==> config.mk <==
export PLATFORM = sky130hd
export DESIGN_NAME = mode_blink_indicator
export DESIGN_NICKNAME = d
export VERILOG_FILES = /design/src/rtl/mode_pkg.sv /design/src/rtl/blink_interval_timer.sv /design/src/rtl/mode_blink_indicator.sv
export SDC_FILE = /design/constraint.sdc
export NUM_CORES = 1
export LEC_CHECK = 0
export CAP_MARGIN = 40
export CORE_UTILIZATION = 30
export DETAILED_ROUTE_END_ITERATION = 6
export GPL_ROUTABILITY_DRIVEN = 0
export SLEW_MARGIN = 25
export SYNTH_ARGS = -nofsm -noshare
export SYNTH_HDL_FRONTEND = slang
export SYNTH_SLANG_ARGS = --single-unit
==> constraint.sdc <==
create_clock -name clk -period 4.2 [get_ports clk]
set_input_delay 0.84 -clock clk [delete_from_list [all_inputs] [get_ports clk]]
set_output_delay 0.84 -clock clk [all_outputs]
set_load 0.03 [all_outputs]
==> src/rtl/mode_pkg.sv <==
// Shared encodings for the mode-select path and the blink-code indicator.
// Mode constants are also used by the mode-select block.
package mode_pkg;

  typedef enum logic [1:0] {
    IDLE = 2'd0,
    ON   = 2'd1,
    OFF  = 2'd2,
    GAP  = 2'd3
  } blink_state_e;

  localparam logic [1:0] MODE_0       = 2'd0;
  localparam logic [1:0] MODE_1       = 2'd1;
  localparam logic [1:0] MODE_2       = 2'd2;
  localparam logic [1:0] MODE_ILLEGAL = 2'd3;

endpackage

==> src/rtl/blink_interval_timer.sv <==
// Phase interval counter: counts up from zero after a clear and flags
// the cycle on which the count reaches term-1.
module blink_interval_timer #(
  parameter int WIDTH = 27
) (
  input  logic             clk,
  input  logic             rst,
  input  logic             clear,
  input  logic [WIDTH-1:0] term,
  output logic             tc
);

  logic [WIDTH-1:0] cnt_q;
  logic [WIDTH-1:0] cnt_d;

  always_comb begin
    cnt_d = cnt_q + WIDTH'(1);
    if (clear) begin
      cnt_d = '0;
    end
  end

  always_ff @(posedge clk) begin
    if (rst) begin
      cnt_q <= '0;
    end else begin
      cnt_q <= cnt_d;
    end
  end

  assign tc = (cnt_q == (term - WIDTH'(1)));

endmodule

==> src/rtl/mode_blink_indicator.sv <==
// Shows the current mode on one LED as (mode+1) blinks then a long pause,
// restarting the code from its first blink whenever the mode changes.
module mode_blink_indicator
  import mode_pkg::*;
#(
  parameter int ON_TICKS  = 20000000,
  parameter int OFF_TICKS = 20000000,
  parameter int GAP_TICKS = 80000000,
  parameter int WIDTH     = 27
) (
  input  logic       clk,
  input  logic       rst,
  input  logic [1:0] mode,
  output logic       led,
  output logic       code_done,
  output logic [1:0] blink_idx
);

  localparam logic [WIDTH-1:0] ON_T  = WIDTH'(ON_TICKS);
  localparam logic [WIDTH-1:0] OFF_T = WIDTH'(OFF_TICKS);
  localparam logic [WIDTH-1:0] GAP_T = WIDTH'(GAP_TICKS);

  blink_state_e     state_q, state_d;
  logic [1:0]       mode_q;
  logic [1:0]       idx_q, idx_d;
  logic             led_q, led_d;
  logic             vld_q;
  logic             chg;
  logic             tc;
  logic             clear;
  logic [WIDTH-1:0] term;

  // vld_q holds the FSM in IDLE until mode_q has captured a real sample.
  assign chg = vld_q && (mode != mode_q);

  always_comb begin
    term = ON_T;
    case (state_q)
      OFF:     term = OFF_T;
      GAP:     term = GAP_T;
      default: term = ON_T;
    endcase
  end

  assign clear = (state_q == IDLE) || tc || chg;

  blink_interval_timer #(
    .WIDTH(WIDTH)
  ) u_timer (
    .clk  (clk),
    .rst  (rst),
    .clear(clear),
    .term (term),
    .tc   (tc)
  );

  always_comb begin
    state_d   = state_q;
    idx_d     = idx_q;
    code_done = 1'b0;
    if (!vld_q) begin
      state_d = IDLE;
      idx_d   = 2'd0;
    end else if (chg) begin
      state_d = (mode == MODE_ILLEGAL) ? IDLE : ON;
      idx_d   = 2'd0;
    end else begin
      unique case (state_q)
        IDLE: begin
          if (mode_q != MODE_ILLEGAL) begin
            state_d = ON;
            idx_d   = 2'd0;
          end
        end
        ON: begin
          if (tc) begin
            state_d = (idx_q == mode_q) ? GAP : OFF;
          end
        end
        OFF: begin
          if (tc) begin
            state_d = ON;
            idx_d   = idx_q + 2'd1;
          end
        end
        GAP: begin
          if (tc) begin
            state_d   = ON;
            idx_d     = 2'd0;
            code_done = !rst;
          end
        end
      endcase
    end
    led_d = (state_d == ON);
  end

  always_ff @(posedge clk) begin
    if (rst) begin
      state_q <= IDLE;
      mode_q  <= MODE_0;
      idx_q   <= 2'd0;
      led_q   <= 1'b0;
      vld_q   <= 1'b0;
    end else begin
      state_q <= state_d;
      mode_q  <= mode;
      idx_q   <= idx_d;
      led_q   <= led_d;
      vld_q   <= 1'b1;
    end
  end

  assign led       = led_q;
  assign blink_idx = idx_q;

endmodule

## Yosys cells after proc, flatten, opt, wreduce, memory -nomap -nowiden

Cells that the tools add are included.

- Flip-flop bits (word level): 35
- Input bits: 4
- Output and inout port bits: 4
- Logic and storage cells: 50

- Add/sub/neg operators: 3
- Equal/unequal tests: 12
- Multiplexer cells: 18
- Bitwise gates (word level): 1
- Reduce and logical (&&, ||, !) cells: 10

Operators with widths:

| kind | number |
|---|---|
| 27-bit by 1-bit adder with 27-bit output, second input constant | 1 |
| 27-bit equality test | 1 |
| 27-bit 2-to-1 mux | 1 |
| 27-bit by 1-bit subtractor with 27-bit output, second input constant | 1 |
| 2-bit 2-to-1 mux | 8 |
| 2-bit one-hot mux with 3 select lines | 2 |
| 1-bit 2-to-1 mux | 7 |
| 2-bit equality test, second input constant | 3 |
| 2-bit != test, second input constant | 3 |
| 2-bit by 1-bit equality test with 1-bit output, second input constant | 2 |
| 4-bit AND reduction | 1 |
| 2-bit OR reduction | 2 |
| 3-bit nonzero test | 1 |
| 3-bit OR reduction | 1 |
| 2-bit by 1-bit adder with 2-bit output, second input constant | 1 |
| 2-bit equality test | 1 |
| 2-bit zero test | 1 |
| 1-bit logical OR | 2 |
| 2-bit by 1-bit != test with 1-bit output, second input constant | 1 |
| 2-bit != test | 1 |
| 1-bit logical AND | 1 |
| 1-bit zero test | 1 |
| 1-bit inverter | 1 |

## Longest topological paths before layout

Gate-level depths: netlist (run 1).

- Word-level depth: 9
- Depth in mapped cells: 7
- Gate-level depth less buffers: 6

## Hierarchy

Synthesis (run 1) repeated with hierarchy kept, for this count alone.

- Cell total of the unflattened synthesis: 319
- Area total of the unflattened synthesis: 2553.7 um2

By module, submodules not included:

| module | times used | cells each | area an instance (um2) | sequential area each (um2) |
|---|---|---|---|---|
| blink_interval_timer | 1 | 269 | 2104.5 | 540.5 |
| mode_blink_indicator | 1 | 50 | 449.2 | 160.2 |

## Worst setup path after synthesis (run 1)

Ideal clock, no wire load.

- Kind: reg-to-output
- Start point: reg u_timer.cnt_q[16]
- End point: out code_done
- Data arrival time: 2.212 ns
- Required time: 3.360 ns
- Setup slack: 1.148 ns
- Cell stages (with the launch flop): 8
- Buffers on the path: 2
- Cells stage by stage: dfxtp_1 > buf_6 > or4b_4 > nor4_2 > or2_1 > buf_2 > nand2_1 > nor3_1

- Word-level cells in the longest chain between the ends: 5

RTL lines:

| element | RTL line | source |
|---|---|---|
| start, declared | blink_interval_timer.sv:13 | `logic [WIDTH-1:0] cnt_q;` |
| start signal, assigned | blink_interval_timer.sv:27 | `cnt_q <= cnt_d;` |
| 27-bit equality test | blink_interval_timer.sv:31 | `assign tc = (cnt_q == (term - WIDTH'(1)));` |
| 1-bit 2-to-1 mux | mode_blink_indicator.sv:87 | `if (tc) begin` |
| 1-bit 2-to-1 mux | mode_blink_indicator.sv:68 | `unique case (state_q)` |
| 1-bit 2-to-1 mux | mode_blink_indicator.sv:64 | `end else if (chg) begin` |
| 1-bit 2-to-1 mux | mode_blink_indicator.sv:61 | `if (!vld_q) begin` |
| end, declared | mode_blink_indicator.sv:15 | `output logic code_done,` |

Every way passes these cells.

## Final worst setup path (run 1)

Ends and elaborated chain as after synthesis.

==> qor.yml, run 1 <==
drt_iter0_drc: 138
synth.cell_area_um2: 1862
synth_area_per_cell_um2: 8.275
p_per_area_nw_per_um2: 345.8
fp.dieW_um: 80.78
dp.cells: 299
final_common_cell: "nor2_1"
layout_min_cycle_time_ps: 3713
slew_headroom_pct: 54.62
root_buffer: "clkbuf_8"
hpwl_mm: 2.748
leakagePower_nw: 0.6490
synthToLayoutAreaGrowth_pct: 13.24
grt_pass1_vias: 1459
synth.distinct_cells: 42
rsz0062_at_grt: "no"
grt_overflow: 0
cts_tree: "yes"
clk_latency_ps: 300
drcViolationCount: 0
irDropWorstVdd_v: 0.0001213
hold_violations: 0
synth_edf_count: 0
yosysWarnings: 0
max_cap_violations: 0
totalWireLength_mm: 3.879
finalSetupTns_ps: 0
finalSetupViolations: 0
grt_max_degree: 27
worstPathMaxFanout: 8
dieArea_um2: 6525
numCtsBuffers: 5
skew_ps: 10.32
drive_above_1_share_pct: 6.034
start_util_pct: 31.26
fin_crit_sh_pct: 88.39
grt_pass1_wl_mm: 6.637
num_io_pins: 8
vias: 1557
critPathRequiredTime_ps: 3360
cts_max_level: 2
clockBufferDepth: 2
final_cells: 307
timing.fmax_mhz: 269.4
core_area_um2: 5956
antenna_found_initial: 0
io_buffers: 7
whs_ps: 484.9
num_antenna_cells: 0
maxSlewViolCount: 0
crit_type: "reg -> out"
dr.pass1.iters: 4
ys_seq_area_share_pct: 37.63
finalNetCount: 236
start_kind: "flop"
hp-class: "reg -> reg"
worstMarginPinSlew_ps: 678.2
grt_use_total_pct: 13.32
critPathArrivalTime_ps: 2870
post-cts-setup-buffers: 0
async_flop_share_pct: 0
status: "completed"
layout_common_cells: "nor2_1 (36), dfxtp_1 (35), nand3_1 (21), nand2_1 (15), xnor2_1 (14)"
worstSetupEndpointType: "primary output"
syn_inst: 225
fill_cells: 642
synth_top_flop_cell: "dfxtp_1"
std_cell_rows: 28
ant_nets: 0
ys_seq_elements: 35
cts_hold_buf: 0
post_cts_resized: 0
fp.dieH_um: 80.78
via_per_inst: 5.072
clk_pin_slew_worst_paths_ps: 80
syn_nets: 230
clock-sinks: 35
detail_route.wl_per_cell_um: 12.64
## cells in the mapped netlist (2+ instances only)
master	number	area share (%)
a21oi_1	7	1.9
o21ai_0	4	1.1
inv_1	4	0.81
nor3b_1	3	1.2
or2_2	2	0.67
nor4_1	3	1.0
nand2_1	15	3.0
nor3_1	8	2.2
nor2b_1	2	0.67
nor2_1	36	7.3
xnor2_1	14	6.6
clkbuf_1	4	0.81
or3_1	2	0.67
dfxtp_1	35	38
buf_6	3	1.8
a21o_1	3	1.2
and2_1	4	1.3
nand3_1	21	5.6
nand4_1	10	3.4
xor2_1	13	6.1
and3_1	5	1.7
a31oi_1	2	0.67
nand2b_1	2	0.67
and4_1	5	2.4
## critical path, stage by stage, from the launching register on
cell and delay [ps]:
dfxtp_1 390, or4b_4 550, nor4_2 290, or2_1 310
nand2_1 120, nor3_1 200, clkdlybuf4s50_1 710
## path summary, 6_finish.rpt
path	startpoint	end	slack [ps]	cells after the start
hold reg to reg	u_timer.cnt_q[0]	u_timer.cnt_q[0]	480	1
setup / recovery	u_timer.cnt_q[16]	code_done	490	6
hold / removal	u_timer.cnt_q[0]	u_timer.cnt_q[0]	480	1
setup reg to reg	u_timer.cnt_q[0]	u_timer.cnt_q[23]	1920	6
## sequential cells by signal (all words and copies together) (netlist names)
register	count
mode_q	2
u_timer.cnt_q	27
state_q	2
blink_idx	2
vld_q	1
led	1
## cell families (layout without fill, tap and decap cells)
| logic type | after synthesis | in the layout | synth area share [%] |
|---|---|---|---|
| and+or+nand+nor | 128 | 128 | 37.16 |
| xor gates and xnor gates | 27 | 27 | 12.70 |
| adders and majority gates | 1 | 1 | 0.6719 |
| AOI/OAI and AO/OA | 22 | 22 | 8.132 |
| DFF | 35 | 35 | 37.63 |
| buffers and inverters | 12 | 19 | 3.695 |
## power breakdown
part,internal (mW),switching (mW)
sequential,0.335,0.00455
combinational,0.00936,0.0121
clock,0.237,0.132
## area by class of cell
cell class	count	area, µm²	area share (%)
Timing Repair Buffer	7	70.07	3.323
Inverter	4	15.01	0.7122
Tap cell	75	93.84	4.451
Clock inverter	3	67.56	3.205
Multi-Input combinational cell	178	1092	51.81
Sequential cell	35	700.7	33.23
Clock buffer	5	68.82	3.264
## layer usage
metal | vias to the layer above | GRT usage (%) | wire length [µm]
met4 | 0 | 5.714 | 75
li1 | 809 | - | -
met2 | 25 | 21.19 | 1738
met5 | - | 0 | 0
met1 | 715 | 16.76 | 1928
met3 | 8 | 3.820 | 137
## stage by stage
stage	util [%]	power, mW	cell area [µm²]	worst slack (ps)
after detailed placement	33.11	0.3684	1972	698.3
after global placement	33.11	0.3683	1972	735.1
final	35.40	0.7290	2108	487.5
after CTS	35.40	0.7313	2108	480.5
after global routing	35.40	0.7481	2108	267.1
after floorplan	-	0.3608	1862	1148
Note: power is estimated with default switching activity, not from simulation.
==> run 2: changes to the inputs <==
CTS_BUF_LIST = sky130_fd_sc_hd__clkbuf_16   (was unset)
HOLD_SLACK_MARGIN = 0.06   (was unset)
==> run 2 against run 1 <==
Core utilization grew 0.95 points. Non-clock buffer count unchanged. Setup slack gained 22 ps. Final area rose by 2.7%. Combinational power is essentially flat. Highest routed layer unchanged. Total power increased by 16%. Largest cell class unchanged. Die area did not move.
==> qor.yml, run 2 (synthesized netlist as in run 1, its figures left out) <==
worstSetupEndpointType: "primary output"
max_cap_violations: 0
maxSlewViolCount: 0
std_cell_rows: 28
synthToLayoutAreaGrowth_pct: 16.26
via_per_inst: 5.078
use_met2_pct: 20.93
numCtsBuffers: 5
fill_cells: 632
dr.pass1.iters: 4
final_cells: 307
antenna_found_initial: 0
hold_violations: 0
clk_latency_ps: 280
worstPathMaxFanout: 8
rr_startpoint: "u_timer.cnt_q[16]"
cts_tree: "yes"
regMostFlops: "u_timer.cnt_q"
start_util_pct: 31.26
hold_path_depth: 1
timing.fmax_mhz: 270.9
final_common_cell: "nor2_1"
grt_overflow: 0
cts_hold_buf: 0
grt.busiest_layer: "met2"
root_buffer: "clkbuf_16"
crit_chain: "or4b_4, nor4_2, or2_1, nand2_1, nor3_1, clkdlybuf4s50_1"
slew_headroom_pct: 55.06
drcViolationCount: 0
layout_min_cycle_time_ps: 3691
clockBufferDepth: 2
grt_pass1_vias: 1457
post_cts_resized: 0
grt_use_total_pct: 13.49
fin_crit_sh_pct: 87.88
status: "completed"
totalWireLength_mm: 3.917
clockPowerShare_pct: 57.2
ant_nets: 0
num_io_pins: 8
largest_reg_flops: 27
grt_util_met3_pct: 3.820
critPathArrivalTime_ps: 2850
leakagePower_nw: 0.6747
hp-class: "reg -> reg"
reg2reg_to: "u_timer.cnt_q[23]"
irDropWorstVdd_v: 0.0001453
worstMarginPinSlew_ps: 671.6
clock-sinks: 35
drt_iter0_drc: 132
grt_use_met1_pct: 17.24
seqPwrFrac_pct: 40.3
drive_above_1_share_pct: 6.034
detail_route.wl_per_cell_um: 12.76
grt_max_degree: 27
switching_share_pct: 18.88
crit_type: "reg -> out"
min_from: "u_timer.cnt_q[0]"
p_per_area_nw_per_um2: 389.7
worstHoldEndpoint: "u_timer.cnt_q[0]"
critPathRequiredTime_ps: 3360
slowest_stage: "clkdlybuf4s50_1"
finalNetCount: 236
core_area_um2: 5956
start_kind: "flop"
cts_max_level: 2
fp.dieH_um: 80.78
clk_pin_slew_worst_paths_ps: 60
rrSetupSlack_ps: 1930
rsz0062_at_grt: "no"
dp.cells: 299
layout_common_cells: "nor2_1 (36), dfxtp_1 (35), nand3_1 (21), nand2_1 (15), xnor2_1 (14)"
hpwl_mm: 2.748
grt_pass1_wl_mm: 6.686
ff2ff_path_depth: 5
power.internal_mw: 0.6843
post-cts-setup-buffers: 0
fp.dieW_um: 80.78
finalSetupViolations: 0
power_frac_comb_pct: 2.5
skew_ps: 6.512
num_antenna_cells: 0
finalSetupTns_ps: 0
max_stage_delay_ps: 710
p_switching_mw: 0.1593
dieArea_um2: 6525
vias: 1559
io_buffers: 7
==> run 2: cell count changes in the layout (fill, tap and decap cells not counted) <==
cell | before | now
clkbuf_16 | 0 | 5
clkbuf_8 | 5 | 0
==> run 2: routing by layer <==
metal | vias up | wire [µm]
li1 | 808 | -
met5 | - | 0
met4 | 0 | 80
met3 | 10 | 143
met1 | 710 | 1957
met2 | 31 | 1736
==> run 2: cell type report <==
| class | count | area [µm²] | area share [%] |
|---|---|---|---|
| inverter | 4 | 15.01 | 0.6936 |
| sequential | 35 | 700.7 | 32.37 |
| multi-input combinational | 178 | 1092 | 50.46 |
| timing repair buffer | 7 | 70.07 | 3.237 |
| tap | 75 | 93.84 | 4.335 |
| clock inverter | 3 | 67.56 | 3.121 |
| clock buffer | 5 | 125.1 | 5.780 |
==> run 2: worst max path at each step <==
stage / startpoint / end / slack, ps / cells past startpoint
after detailed placement: mode[1] / code_done / 700 / 6
final: u_timer.cnt_q[16] / code_done / 510 / 6
after global placement: mode[1] / code_done / 740 / 6
after global routing: u_timer.cnt_q[0] / code_done / 290 / 7
after floorplan: u_timer.cnt_q[16] / code_done / 1150 / 7
after CTS: u_timer.cnt_q[16] / code_done / 500 / 6
==> run 2: metrics by stage <==
step	hold slack, ps	utilization [%]	area (µm²)	total power [mW]	worst slack, ps
CTS	481.6	36.34	2165	0.8497	497.9
global route	494.4	36.34	2165	0.8689	290.7
global placement	462.0	33.11	1972	0.3683	735.1
detailed placement	467.5	33.11	1972	0.3684	698.3
floorplan	441.3	-	1862	0.3608	1148
finish	478.8	36.34	2165	0.8436	509.2
==> run 2: power groups by stage <==
stage / sequential [mW] / clock (mW) / combinational [mW]
finish: 0.340 / 0.482 / 0.0214
global route: 0.340 / 0.505 / 0.0234
detailed placement: 0.347 / 0 / 0.0216
floorplan: 0.346 / 0 / 0.0151
global placement: 0.347 / 0 / 0.0215
CTS: 0.340 / 0.488 / 0.0216
==> run 2: worst max-delay path, delay by kind of cell, from the launching register on <==
kind	cells	cell delay [ps]
simple gates	5	1480
flops	1	390
buf+inv	1	710
==> run 3: changes to the inputs <==
CTS_CLUSTER_SIZE = 10   (was unset)
MAX_ROUTING_LAYER = met4   (was unset)
==> run 3 against run 2 <==
Clock-buffer cell count did not move. Core utilization is the same. Global-route usage up 0.35 points. Register-to-register slack is essentially flat. Setup slack got worse by 8.0 ps. Critical endpoint unchanged. Die area unchanged. Largest cell class unchanged. Combinational power barely moved.
==> qor.yml, run 3 (synthesized netlist as in run 1, its figures left out) <==
grt_overflow: 0
root_buffer: "clkbuf_16"
routed.top_layer: "met4"
grt_max_degree: 27
max_stage_delay_ps: 710
vias: 1562
critPathArrivalTime_ps: 2860
final_area_um2: 2165
crit_type: "reg -> out"
drcViolationCount: 0
num_io_pins: 8
dr.pass1.iters: 4
io_buffers: 7
largest_reg_flops: 27
cts_hold_buf: 0
detail_route.wl_per_cell_um: 12.71
clockBufferDepth: 2
layout_common_cells: "nor2_1 (36), dfxtp_1 (35), nand3_1 (21), nand2_1 (15), xnor2_1 (14)"
totalWireLength_mm: 3.903
crit_chain: "or4b_4, nor4_2, or2_1, nand2_1, nor3_1, clkdlybuf4s50_1"
cts_max_level: 2
hp-class: "reg -> reg"
fill_cells: 632
critPathRequiredTime_ps: 3360
drt_iter0_drc: 132
rsz0062_at_grt: "no"
cts_tree: "yes"
irDropWorstVdd_v: 0.0001453
drive_above_1_share_pct: 6.034
cp.buffers_inverters: 1
maxSlewViolCount: 0
fin_crit_sh_pct: 88.07
numCtsBuffers: 5
wl_met2_mm: 1.747
timing.fmax_mhz: 270.4
clk_pin_slew_worst_paths_ps: 60
max_cap_violations: 0
finalNetCount: 236
grt_pass1_vias: 1463
slowest_stage: "clkdlybuf4s50_1"
clk_latency_ps: 280
p_per_area_nw_per_um2: 389.8
hold_violations: 0
drt-met1-wl_mm: 1.947
final_common_cell: "nor2_1"
clock-sinks: 35
leakagePower_nw: 0.6747
fp.dieW_um: 80.78
wl_met3_um: 135
antenna_found_initial: 0
layout_min_cycle_time_ps: 3699
dpl_cell_area_um2: 1972
grt_pass1_wl_mm: 6.672
status: "completed"
finalSetupViolations: 0
worstSetupEndpointType: "primary output"
slew_headroom_pct: 55.11
via_per_inst: 5.088
regMostFlops: "u_timer.cnt_q"
start_util_pct: 31.26
grt_use_total_pct: 13.83
start_kind: "flop"
hpwl_mm: 2.748
num_antenna_cells: 0
seq_area_um2: 700.7
dieArea_um2: 6525
post_cts_resized: 0
critPathTopFamily: "simple AND/OR/NAND/NOR gates"
worstPathMaxFanout: 8
post-cts-setup-buffers: 0
std_cell_rows: 28
core_area_um2: 5956
finalSetupTns_ps: 0
worstMarginPinSlew_ps: 670.8
ant_nets: 0
synthToLayoutAreaGrowth_pct: 16.26
multi_input_area_um2: 1092
fp.dieH_um: 80.78
skew_ps: 6.534
[run 3: cell counts in the layout (fill, tap and decap cells not counted)]
No cell type changed its count.
[run 3: metrics by stage]
stage          hold slack [ps]  utilization, %  cells  power, mW  setup slack (ps)
2_1_floorplan            441.3               -    225     0.3608              1148
3_3_place_gp             462.0           33.11    299     0.3683             735.1
3_5_place_dp             467.5           33.11    299     0.3684             698.3
4_1_cts                  481.6           36.34    307     0.8497             497.9
5_1_grt                  494.4           36.34    307     0.8689             293.3
6_report                 479.8           36.34    307     0.8438             501.2
[run 3: per-layer routing]
metal	vias to the layer above	global-route usage [%]
met2	30	21.02
met1	712	17.10
met4	0	6.250
li1	810	-
met5	-	-
met3	10	3.708
[run 3: worst register-to-register path, stage by stage (launching register included)]
cell     delay, ps
dfxtp_1        390
or4b_4         560
nor4_2         290
o22ai_1        190
o21ai_4        570
nor2_1         130
[run 3: final cells by class]
type / instances / share of cell area (%)
timing repair buffer: 7 / 3.237
tap: 75 / 4.335
multi-input combinational: 178 / 50.46
clock buffer: 5 / 5.780
sequential: 35 / 32.37
clock inverter: 3 / 3.121
inverter: 4 / 0.6936
[run 3: path summary, 6_finish.rpt]
path / startpoint / end / slack [ps] / cells past startpoint
hold / removal: u_timer.cnt_q[0] / u_timer.cnt_q[0] / 480 / 1
setup / recovery: u_timer.cnt_q[16] / code_done / 500 / 6
setup reg to reg: u_timer.cnt_q[16] / u_timer.cnt_q[23] / 1930 / 5
hold reg to reg: u_timer.cnt_q[0] / u_timer.cnt_q[0] / 480 / 1
[run 3: report_power, final]
group,switching (mW),internal [mW],total [mW]
combinational,0.0120,0.00936,0.0214
sequential,0.00452,0.335,0.340
clock,0.143,0.340,0.483
total,0.160,0.684,0.844
